[src/rtl/matrix_frame_arb_if.sv]
// Bundle of requester, swap-control and display-side signals for the
// double-buffered frame arbiter.
interface matrix_frame_arb_if;
    logic       req0_valid;
    logic [2:0] req0_addr;
    logic [7:0] req0_data;
    logic       req0_ready;
    logic       req1_valid;
    logic [2:0] req1_addr;
    logic [7:0] req1_data;
    logic       req1_ready;
    logic       swap_req;
    logic       frame_done;
    logic [2:0] disp_addr;
    logic [7:0] disp_data;
    logic       busy;
    logic [7:0] frame_count;

    modport master (
        output req0_valid, req0_addr, req0_data,
        output req1_valid, req1_addr, req1_data,
        output swap_req, frame_done, disp_addr,
        input  req0_ready, req1_ready, disp_data, busy, frame_count
    );

    modport slave (
        input  req0_valid, req0_addr, req0_data,
        input  req1_valid, req1_addr, req1_data,
        input  swap_req, frame_done, disp_addr,
        output req0_ready, req1_ready, disp_data, busy, frame_count
    );
endinterface

[src/rtl/matrix_frame_arb.sv]
// Double-buffered 8x8 LED matrix frame store: two round-robin writers fill the
// back buffer, a swap commits it at the driver's frame boundary, then a copy resyncs.
//
// state   | meaning
// IDLE    | writes granted into the back buffer
// PENDING | swap requested, waiting for frame_done from the driver
// COPY    | new front copied row by row into the back buffer
module matrix_frame_arb (
    input logic            clk,
    input logic            reset_n,
    matrix_frame_arb_if.slave bus
);

    typedef enum logic [1:0] {IDLE, PENDING, COPY} state_t;

    state_t     state;
    state_t     state_nxt;
    logic [7:0] buf_a [8];
    logic [7:0] buf_b [8];
    logic       front_sel;
    logic       rr_ptr;
    logic       swap_latch;
    logic [2:0] copy_cnt;
    logic [7:0] frame_count_q;

    logic       grant0;
    logic       grant1;
    logic       wr_en;
    logic [2:0] wr_addr;
    logic [7:0] wr_data;
    logic [7:0] copy_row;

    always_ff @(posedge clk or negedge reset_n) begin
        if (!reset_n) begin
            state <= IDLE;
        end else begin
            state <= state_nxt;
        end
    end

    always_comb begin
        state_nxt = state;
        case (state)
            IDLE:    if (bus.swap_req) state_nxt = PENDING;
            PENDING: if (bus.frame_done) state_nxt = COPY;
            COPY: begin
                if (copy_cnt == 3'd7) begin
                    state_nxt = (swap_latch || bus.swap_req) ? PENDING : IDLE;
                end
            end
            default: state_nxt = IDLE;
        endcase
    end

    always_comb begin
        grant0   = 1'b0;
        grant1   = 1'b0;
        wr_en    = 1'b0;
        wr_addr  = '0;
        wr_data  = '0;
        copy_row = front_sel ? buf_b[copy_cnt] : buf_a[copy_cnt];

        // A swap request takes the cycle: no write lands in a buffer about to be committed.
        if (state == IDLE && !bus.swap_req) begin
            if (bus.req0_valid && (!bus.req1_valid || !rr_ptr)) begin
                grant0 = 1'b1;
            end else if (bus.req1_valid) begin
                grant1 = 1'b1;
            end
        end

        if (grant0) begin
            wr_en   = 1'b1;
            wr_addr = bus.req0_addr;
            wr_data = bus.req0_data;
        end else if (grant1) begin
            wr_en   = 1'b1;
            wr_addr = bus.req1_addr;
            wr_data = bus.req1_data;
        end else if (state == COPY) begin
            wr_en   = 1'b1;
            wr_addr = copy_cnt;
            wr_data = copy_row;
        end

        bus.req0_ready  = grant0 & reset_n;
        bus.req1_ready  = grant1 & reset_n;
        bus.busy        = (state != IDLE);
        bus.disp_data   = front_sel ? buf_b[bus.disp_addr] : buf_a[bus.disp_addr];
        bus.frame_count = frame_count_q;
    end

    always_ff @(posedge clk or negedge reset_n) begin
        if (!reset_n) begin
            for (int i = 0; i < 8; i++) begin
                buf_a[i] <= '0;
                buf_b[i] <= '0;
            end
            front_sel     <= 1'b0;
            rr_ptr        <= 1'b0;
            swap_latch    <= 1'b0;
            copy_cnt      <= '0;
            frame_count_q <= '0;
        end else begin
            if (wr_en) begin
                if (front_sel) begin
                    buf_a[wr_addr] <= wr_data;
                end else begin
                    buf_b[wr_addr] <= wr_data;
                end
            end

            if (grant0) rr_ptr <= 1'b1;
            if (grant1) rr_ptr <= 1'b0;

            if (state == PENDING && bus.frame_done) begin
                front_sel     <= ~front_sel;
                frame_count_q <= frame_count_q + 8'd1;
                copy_cnt      <= '0;
            end

            if (state == COPY) begin
                copy_cnt <= copy_cnt + 3'd1;
                if (copy_cnt == 3'd7) begin
                    swap_latch <= 1'b0;
                end else if (bus.swap_req) begin
                    swap_latch <= 1'b1;
                end
            end
        end
    end

endmodule

[src/flat_wrapper.sv]
// flat-port wrapper written by rule: the top's interface ports become plain ports
module matrix_frame_arb_flat 
  (clk, reset_n, bus_req0_valid, bus_req0_addr, bus_req0_data, bus_req1_valid, bus_req1_addr, bus_req1_data, bus_swap_req, bus_frame_done, bus_disp_addr, bus_req0_ready, bus_req1_ready, bus_disp_data, bus_busy, bus_frame_count);
  matrix_frame_arb_if bus_i ();
  input logic clk;
  input logic reset_n;
  input wire logic [$bits(bus_i.req0_valid)-1:0] bus_req0_valid;
  input wire logic [$bits(bus_i.req0_addr)-1:0] bus_req0_addr;
  input wire logic [$bits(bus_i.req0_data)-1:0] bus_req0_data;
  input wire logic [$bits(bus_i.req1_valid)-1:0] bus_req1_valid;
  input wire logic [$bits(bus_i.req1_addr)-1:0] bus_req1_addr;
  input wire logic [$bits(bus_i.req1_data)-1:0] bus_req1_data;
  input wire logic [$bits(bus_i.swap_req)-1:0] bus_swap_req;
  input wire logic [$bits(bus_i.frame_done)-1:0] bus_frame_done;
  input wire logic [$bits(bus_i.disp_addr)-1:0] bus_disp_addr;
  output wire logic [$bits(bus_i.req0_ready)-1:0] bus_req0_ready;
  output wire logic [$bits(bus_i.req1_ready)-1:0] bus_req1_ready;
  output wire logic [$bits(bus_i.disp_data)-1:0] bus_disp_data;
  output wire logic [$bits(bus_i.busy)-1:0] bus_busy;
  output wire logic [$bits(bus_i.frame_count)-1:0] bus_frame_count;
  assign bus_i.req0_valid = bus_req0_valid;
  assign bus_i.req0_addr = bus_req0_addr;
  assign bus_i.req0_data = bus_req0_data;
  assign bus_i.req1_valid = bus_req1_valid;
  assign bus_i.req1_addr = bus_req1_addr;
  assign bus_i.req1_data = bus_req1_data;
  assign bus_i.swap_req = bus_swap_req;
  assign bus_i.frame_done = bus_frame_done;
  assign bus_i.disp_addr = bus_disp_addr;
  assign bus_req0_ready = bus_i.req0_ready;
  assign bus_req1_ready = bus_i.req1_ready;
  assign bus_disp_data = bus_i.disp_data;
  assign bus_busy = bus_i.busy;
  assign bus_frame_count = bus_i.frame_count;
  matrix_frame_arb u_core (.clk(clk), .reset_n(reset_n), .bus(bus_i));
endmodule
[config.mk]
export PLATFORM = sky130hd
export DESIGN_NAME = matrix_frame_arb_flat
export DESIGN_NICKNAME = d
export VERILOG_FILES = /design/src/rtl/matrix_frame_arb_if.sv /design/src/rtl/matrix_frame_arb.sv /design/src/flat_wrapper.sv
export SDC_FILE = /design/constraint.sdc
export NUM_CORES = 1
export LEC_CHECK = 0
export ABC_AREA = 1
export ABC_CLOCK_PERIOD_IN_PS = 2360
export CAP_MARGIN = 20
export CORE_ASPECT_RATIO = 1.2
export CORE_MARGIN = 2
export CORE_UTILIZATION = 40
export DETAILED_ROUTE_END_ITERATION = 16
export PLACE_DENSITY = 0.61
export REMOVE_ABC_BUFFERS = 1
export SLEW_MARGIN = 20
export SYNTH_ARGS = -nofsm -noshare
export SYNTH_HDL_FRONTEND = slang
export SYNTH_SLANG_ARGS = --single-unit
[constraint.sdc]
create_clock -name clk -period 2.36 [get_ports clk]
set_input_delay 0.472 -clock clk [delete_from_list [all_inputs] [get_ports clk]]
set_output_delay 0.472 -clock clk [all_outputs]
set_load 0.01 [all_outputs]
# Word-level counts from Yosys, hierarchy flattened
# Cells that the tools add are included.
[classes]
addsub = 2
magnitude_cmp = 4
n_eq_ne = 6
mux = 43
n_bitwise = 6
n_reduce_logical = 18
[ops]
columns = ["op", "count"]
rows = [
  ["bitwise mux 64 bit", 2],
  ["two-way mux 8 bit", 14],
  ["binary-select mux 8 bit (select 3 bit)", 4],
  ["demux 8 bit (select 3 bit)", 1],
  ["two-way mux 3 bit", 5],
  ["two-way mux 1 bit", 13],
  [">= comparator 4 bit, second input constant", 3],
  ["NOT 3 -> 4 bit", 3],
  ["adder 8 x 1 -> 8 bit, second input constant", 1],
  ["nonzero test 2 bit", 4],
  ["two-way mux 2 bit", 3],
  ["case mux 2 bit (3 select lines)", 1],
  ["AND reduction 2 bit", 3],
  ["logical AND 1 bit", 4],
  ["less-than comparator 4 x 1 -> 1 bit, second input constant", 1],
  ["inequality test 2 bit, second input constant", 2],
  ["adder 3 x 1 -> 3 bit, second input constant", 1],
  ["== test 3 bit, second input constant", 1],
  ["zero test 1 bit", 3],
  ["AND reduction 3 bit", 1],
  ["AND 1 bit", 2],
  ["== test 2 x 1 -> 1 bit, second input constant", 1],
  ["== test 2 bit, second input constant", 1],
  ["zero test 2 bit", 1],
  ["3 further kinds", 4],
]
[word_totals]
reg_bits = 144
in_bits = 31
output_inout_bits = 19
wordCells = 101

# Depth between registers and ports, before layout
[logic_depth]
ltp_word = 13
ltp_mapped = 13
ltp_nobuf = 12

# Worst setup path before layout
# No wires, ideal clock.
[synth_timing]
kind = "input-to-output"
from = "input port bus_disp_addr[0]"
to = "output port bus_disp_data[4]"
t_arrival_ps = 1678
setup_slack_ps = 210
stages = 6
cell_sequence = "clkbuf_1 > clkbuf_1 > buf_1 > a21oi_1 > o221ai_1 > nand2_1"
[synth_between]
elab_chain_len = 5
elab_cells_between_ends = 8
cone_classes = "7 x mux; 1 x bitwise"
[synth_rtl]
columns = ["element", "line", "rtl"]
rows = [
  ["start, declared", "flat_wrapper.sv:15", "input wire logic [$bits(bus_i.disp_addr)-1:0] bus_disp_addr;"],
  ["NOT 3 -> 4 bit (not written as such) (*)", "matrix_frame_arb.sv:89", "bus.disp_data = front_sel ? buf_b[bus.disp_addr] : buf_a[bus.disp_addr];"],
  ["binary-select mux 8 bit (select 3 bit)", "matrix_frame_arb.sv:89", ""],
  ["two-way mux 8 bit (not written as such) (2 in series)", "matrix_frame_arb.sv:89", ""],
  ["two-way mux 8 bit (*)", "matrix_frame_arb.sv:89", ""],
  ["end, declared", "flat_wrapper.sv:18", "output wire logic [$bits(bus_i.disp_data)-1:0] bus_disp_data;"],
]
# Every way passes the cells marked *; elsewhere a longest branch is shown, timed or not. The select of a mux whose other input is x is not followed.

# Final worst setup path
[layout_timing]
from = "input port bus_disp_addr[2]"
to = "output port bus_disp_data[7]"
# Same word-level chain as after synthesis.

==> results.txt <==
----------------------------------------------------
[Outcome]
  Result of the run ... completed

[Floorplan]
  Die Y ... 162.5 um
  Placeable core region ... just over 20000 um2
  Number of rows created at floorplan ... 58
  Full die area ... 22110 um2
  Starting utilization of the core area ... 0.4034
  Die X ... between 100 and 150 um
  I/O pin count ... 50

[Drt]
  First-pass iteration count of the detailed router ... 5
  Post-DR wirelength/cell ... between 15 and 20 um
  Routed WL ... 25960 um
  Vias ... about 8100
  Post-DRT Antenna Nets ... 0
  Number of design-rule violations left by the first detailed-router iteration ... approximately 640
  Drt via density ... 5.387
  Number of remaining DRC errors ... 0

[Power and ir drop]
  Part of the power in the clock network ... 0.245
  PD cells ... 1105 nW/um2
  NetSw ... 4.737 mW
  Share of total power in sequential cells ... 0.309
  Internal Dissipation ... 6.973 mW
  Worst vdd ir ... 0.5522 mV
  Switching portion of total power ... 0.4045
  Pleak ... 4.947 nW
  Relative contribution of combinational cells to total power ... 0.445

[Placed design]
  Weighted congestion at the end of routability-driven global placement ... approximately 0.86
  Half-perimeter wire length of the detailed placement result ... ~17000 um
  Number of port buffers ... 49
  Instance count after placement with tap cells included ... 1466
  Worst slack at placement ... -0.3071 ns

[Finish]
  P&R area growth vs syn ... 26.57%
  Fraction of final layout cells with drive strength greater than 1 ... 0.1571
  Most used cells in the layout excluding fill and tap cells ... sky130_fd_sc_hd__nand2_1 (327), sky130_fd_sc_hd__dfrtp_1 (142), sky130_fd_sc_hd__inv_1 (110), sky130_fd_sc_hd__o21ai_0 (107), sky130_fd_sc_hd__nand3_1 (95)
  Leading cell type in the layout, fill and taps excluded ... sky130_fd_sc_hd__nand2_1
  Layout Cells excl Fill ... 1505
  Number of nets in the finished design ... around 1300
  Inserted Diodes ... 0

[STA]
  Worst setup margin ... 0.06246 ns
  Slew Limit Headroom ... 0.4242
  Crit share post-route ... 0.9735
  Worst slew pin tran ... 0.8637 ns
  Setup violators final ... 0
  Final-report hold violation count ... 0
  RSZ-0062 raised after global routing ... no
  Achievable Freq ... 435.2 MHz
  Final min period ... 2.298 ns
  Fin. max-slew vios ... 0
  Clock Skews ... 0.009873 ns

[Critical path]
  Worst setup path endpoint ... bus_disp_data[7]
  Startpoint of the most critical register-to-register path ... u_core.copy_cnt[0]$_DFFE_PN0P_
  Register-to-register setup slack ... 0.34 ns
  Startpoint types ... input pin
  Capture point of the worst reg-to-reg path ... u_core.buf_b[24]$_DFFE_PN0P_
  Worst reg-to-reg path cell count ... 11
  Critical path launch point ... bus_disp_addr[2]
  Arr. time, crit path ... 1.83 ns
  Critical path fanouts, max ... 10
  WP data required ... 1.89 ns
  Kind of end point of the critical path ... primary output
  Kind of critical path ... in -> out

[Clock tree]
  Clock latency on the worst-skew pair ... 0.43 ns
  Maximum level of the CTS H-tree ... 4
  Total number of clock tree sinks ... 144
  Clock Tree Buf Depth ... 2
  Clock transition time at the flip-flop clock pins of the worst setup and hold paths ... 0.06 ns
  Cell chosen for the clock root ... sky130_fd_sc_hd__clkbuf_16
  Clock buffer count from CTS ... 17
  Clock tree from TritonCTS ... built

[GRT]
  Global router's overall resource usage ... 0.2447
  Initial antenna violation count ... 0
  Maximum number of pins on one net before global-route repair ... approximately 150
  Grt ovf ... 0
  Wire length of the first global-routing pass ... 41860 um
  Via count of the first global-routing pass ... 7919

[Synthesis]
  Top area cells in the synthesized netlist ... sky130_fd_sc_hd__dfrtp_1 (43%), sky130_fd_sc_hd__nand2_1 (15%), sky130_fd_sc_hd__o21ai_0 (6.8%)
  Number of storage elements in the synthesis netlist ... 144
  Number of warnings printed during yosys synthesis ... 0
  Number of cells produced by synthesis ... approximately 1100
  Seq/Total Area, Yosys ... 0.4304
  Post-synthesis area per instance ... around 7.3 um2
  Number of distinct standard cells referenced by the synthesized netlist ... 37
  Cell type with the largest total area after synthesis ... sky130_fd_sc_hd__dfrtp_1
  Fraction of post-synthesis cell area in the top cell type by area ... 0.4304
  Area of the mapped netlist ... 8373 um2

[Run]
  Maxcap violations ... 0

[Worst hold path]
  Class of the tightest hold or removal check ... in -> async

----------------------------------------------------
==> area by class of cell <==
class	instances	area, um2
clock buffers	20	466.7
clock inverters	12	155.1
fillers	2035	10160
inverters	121	459.2
multi-input cells	802	4005
flip-flops and latches	144	3608
well taps	270	337.8
repair buffers	136	1565
==> critical path, cell delays in order <==
cell and delay [ns]:
sky130_fd_sc_hd__dlygate4sd2_1 0.27, sky130_fd_sc_hd__inv_2 0.10, sky130_fd_sc_hd__bufbuf_16 0.29, sky130_fd_sc_hd__nand2_1 0.07, sky130_fd_sc_hd__o221ai_2 0.22, sky130_fd_sc_hd__nand2_1 0.10
sky130_fd_sc_hd__dlygate4sd2_1 0.31
==> cells in the mapped netlist <==
| master | instances |
|---|---|
| sky130_fd_sc_hd__nand4_1 | 3 |
| sky130_fd_sc_hd__nand3b_1 | 1 |
| sky130_fd_sc_hd__nor2_2 | 2 |
| sky130_fd_sc_hd__inv_2 | 7 |
| sky130_fd_sc_hd__clkbuf_1 | 30 |
| sky130_fd_sc_hd__mux2_2 | 1 |
| sky130_fd_sc_hd__o21ai_1 | 60 |
| sky130_fd_sc_hd__nor2_1 | 26 |
| sky130_fd_sc_hd__o221ai_1 | 12 |
| sky130_fd_sc_hd__ha_1 | 3 |
| sky130_fd_sc_hd__o21ai_0 | 114 |
| sky130_fd_sc_hd__inv_4 | 2 |
| sky130_fd_sc_hd__nand3_1 | 95 |
| sky130_fd_sc_hd__or2_0 | 1 |
| sky130_fd_sc_hd__nand2_4 | 2 |
| sky130_fd_sc_hd__a21boi_1 | 1 |
| sky130_fd_sc_hd__clkinv_1 | 1 |
| sky130_fd_sc_hd__buf_1 | 3 |
| sky130_fd_sc_hd__dfrtp_1 | 144 |
| sky130_fd_sc_hd__clkbuf_2 | 5 |
| sky130_fd_sc_hd__o211ai_1 | 39 |
| sky130_fd_sc_hd__o21ai_2 | 2 |
| sky130_fd_sc_hd__buf_6 | 1 |
| sky130_fd_sc_hd__nor2_4 | 6 |
| sky130_fd_sc_hd__nand3_2 | 15 |
| sky130_fd_sc_hd__a2bb2oi_1 | 1 |
| sky130_fd_sc_hd__buf_2 | 35 |
| sky130_fd_sc_hd__inv_1 | 111 |
| sky130_fd_sc_hd__a21oi_1 | 56 |
| sky130_fd_sc_hd__nand2_2 | 6 |
| sky130_fd_sc_hd__buf_4 | 1 |
| sky130_fd_sc_hd__or2_2 | 18 |
| sky130_fd_sc_hd__nand2_1 | 328 |
| sky130_fd_sc_hd__xor2_1 | 4 |
| sky130_fd_sc_hd__nor2_8 | 1 |
| sky130_fd_sc_hd__a31oi_1 | 1 |
| sky130_fd_sc_hd__xnor2_1 | 4 |
==> state kept, by name, summed over array words and instances, names as in the netlist <==
name,flops
u_core.front_sel,1
u_core.bus.frame_count,8
u_core.copy_cnt,3
u_core.swap_latch,1
u_core.rr_ptr,1
u_core.buf_b,64
u_core.buf_a,64
u_core.state,2
==> stage by stage <==
stage	utilization	total power [mW]	hold slack (ns)	cell area (um2)	TNS (ns)
detailed placement	0.4743	8.810	0.4630	9844	-8.206
CTS	0.5067	11.69	0.2128	10520	0
global route	0.5106	12.52	0.2064	10600	0
global placement	0.4743	8.732	0.4639	9844	-5.496
finish	0.5106	11.71	0.09272	10600	0
floorplan	-	6.452	0.1764	8030	-150.41
==> metal layers <==
metal,routed length [um],part of all wire,track usage,up-vias
met5,0,0,0,-
met4,895,0.034,0.09848,0
met3,1516,0.058,0.04575,64
met2,12420,0.48,0.4027,281
met1,11130,0.43,0.3167,3847
li1,-,-,-,3915
==> cell families (layout without fill, tap and decap cells) <==
group           count (synthesis)  count (layout)  synth area share
xor+xnor                        8               8          0.008367
compound gates                286             286            0.1898
flops                         144             144            0.4304
buf+inv                       196             289           0.09579
simple gates                  504             504            0.2699
fa+ha+maj                       3               3          0.004483
mux                             1               1          0.001345
==> timing repair <==
item,in CTS,in global routing
endpoints found under the hold margin,0,0
cloned,1,1
resized for setup,21,10
pin swaps,0,2
hold buffers,0,0
setup buffers,0,5
endpoints found under the setup margin,10,6
==> power groups by stage <==
stage	sequential [mW]	combinational, mW	clock (mW)
6_report	3.62	5.21	2.87
5_1_grt	3.70	5.79	3.03
4_1_cts	3.61	5.18	2.90
3_5_place_dp	3.64	5.17	0
3_3_place_gp	3.63	5.11	0
2_1_floorplan	3.72	2.73	0
==> worst min path at each step <==
stage / from / endpoint / cells after the start
after floorplan: reset_n / u_core.buf_a[0]$_DFFE_PN0P_ / 0
after global placement: u_core.buf_b[7]$_DFFE_PN0P_ / u_core.buf_b[7]$_DFFE_PN0P_ / 2
after detailed placement: u_core.bus.frame_count[7]$_DFFE_PN0P_ / u_core.bus.frame_count[7]$_DFFE_PN0P_ / 1
after CTS: reset_n / u_core.bus.frame_count[6]$_DFFE_PN0P_ / 2
after global routing: reset_n / u_core.bus.frame_count[3]$_DFFE_PN0P_ / 2
final: reset_n / u_core.bus.frame_count[7]$_DFFE_PN0P_ / 2
(Power assumes the default switching activity.)
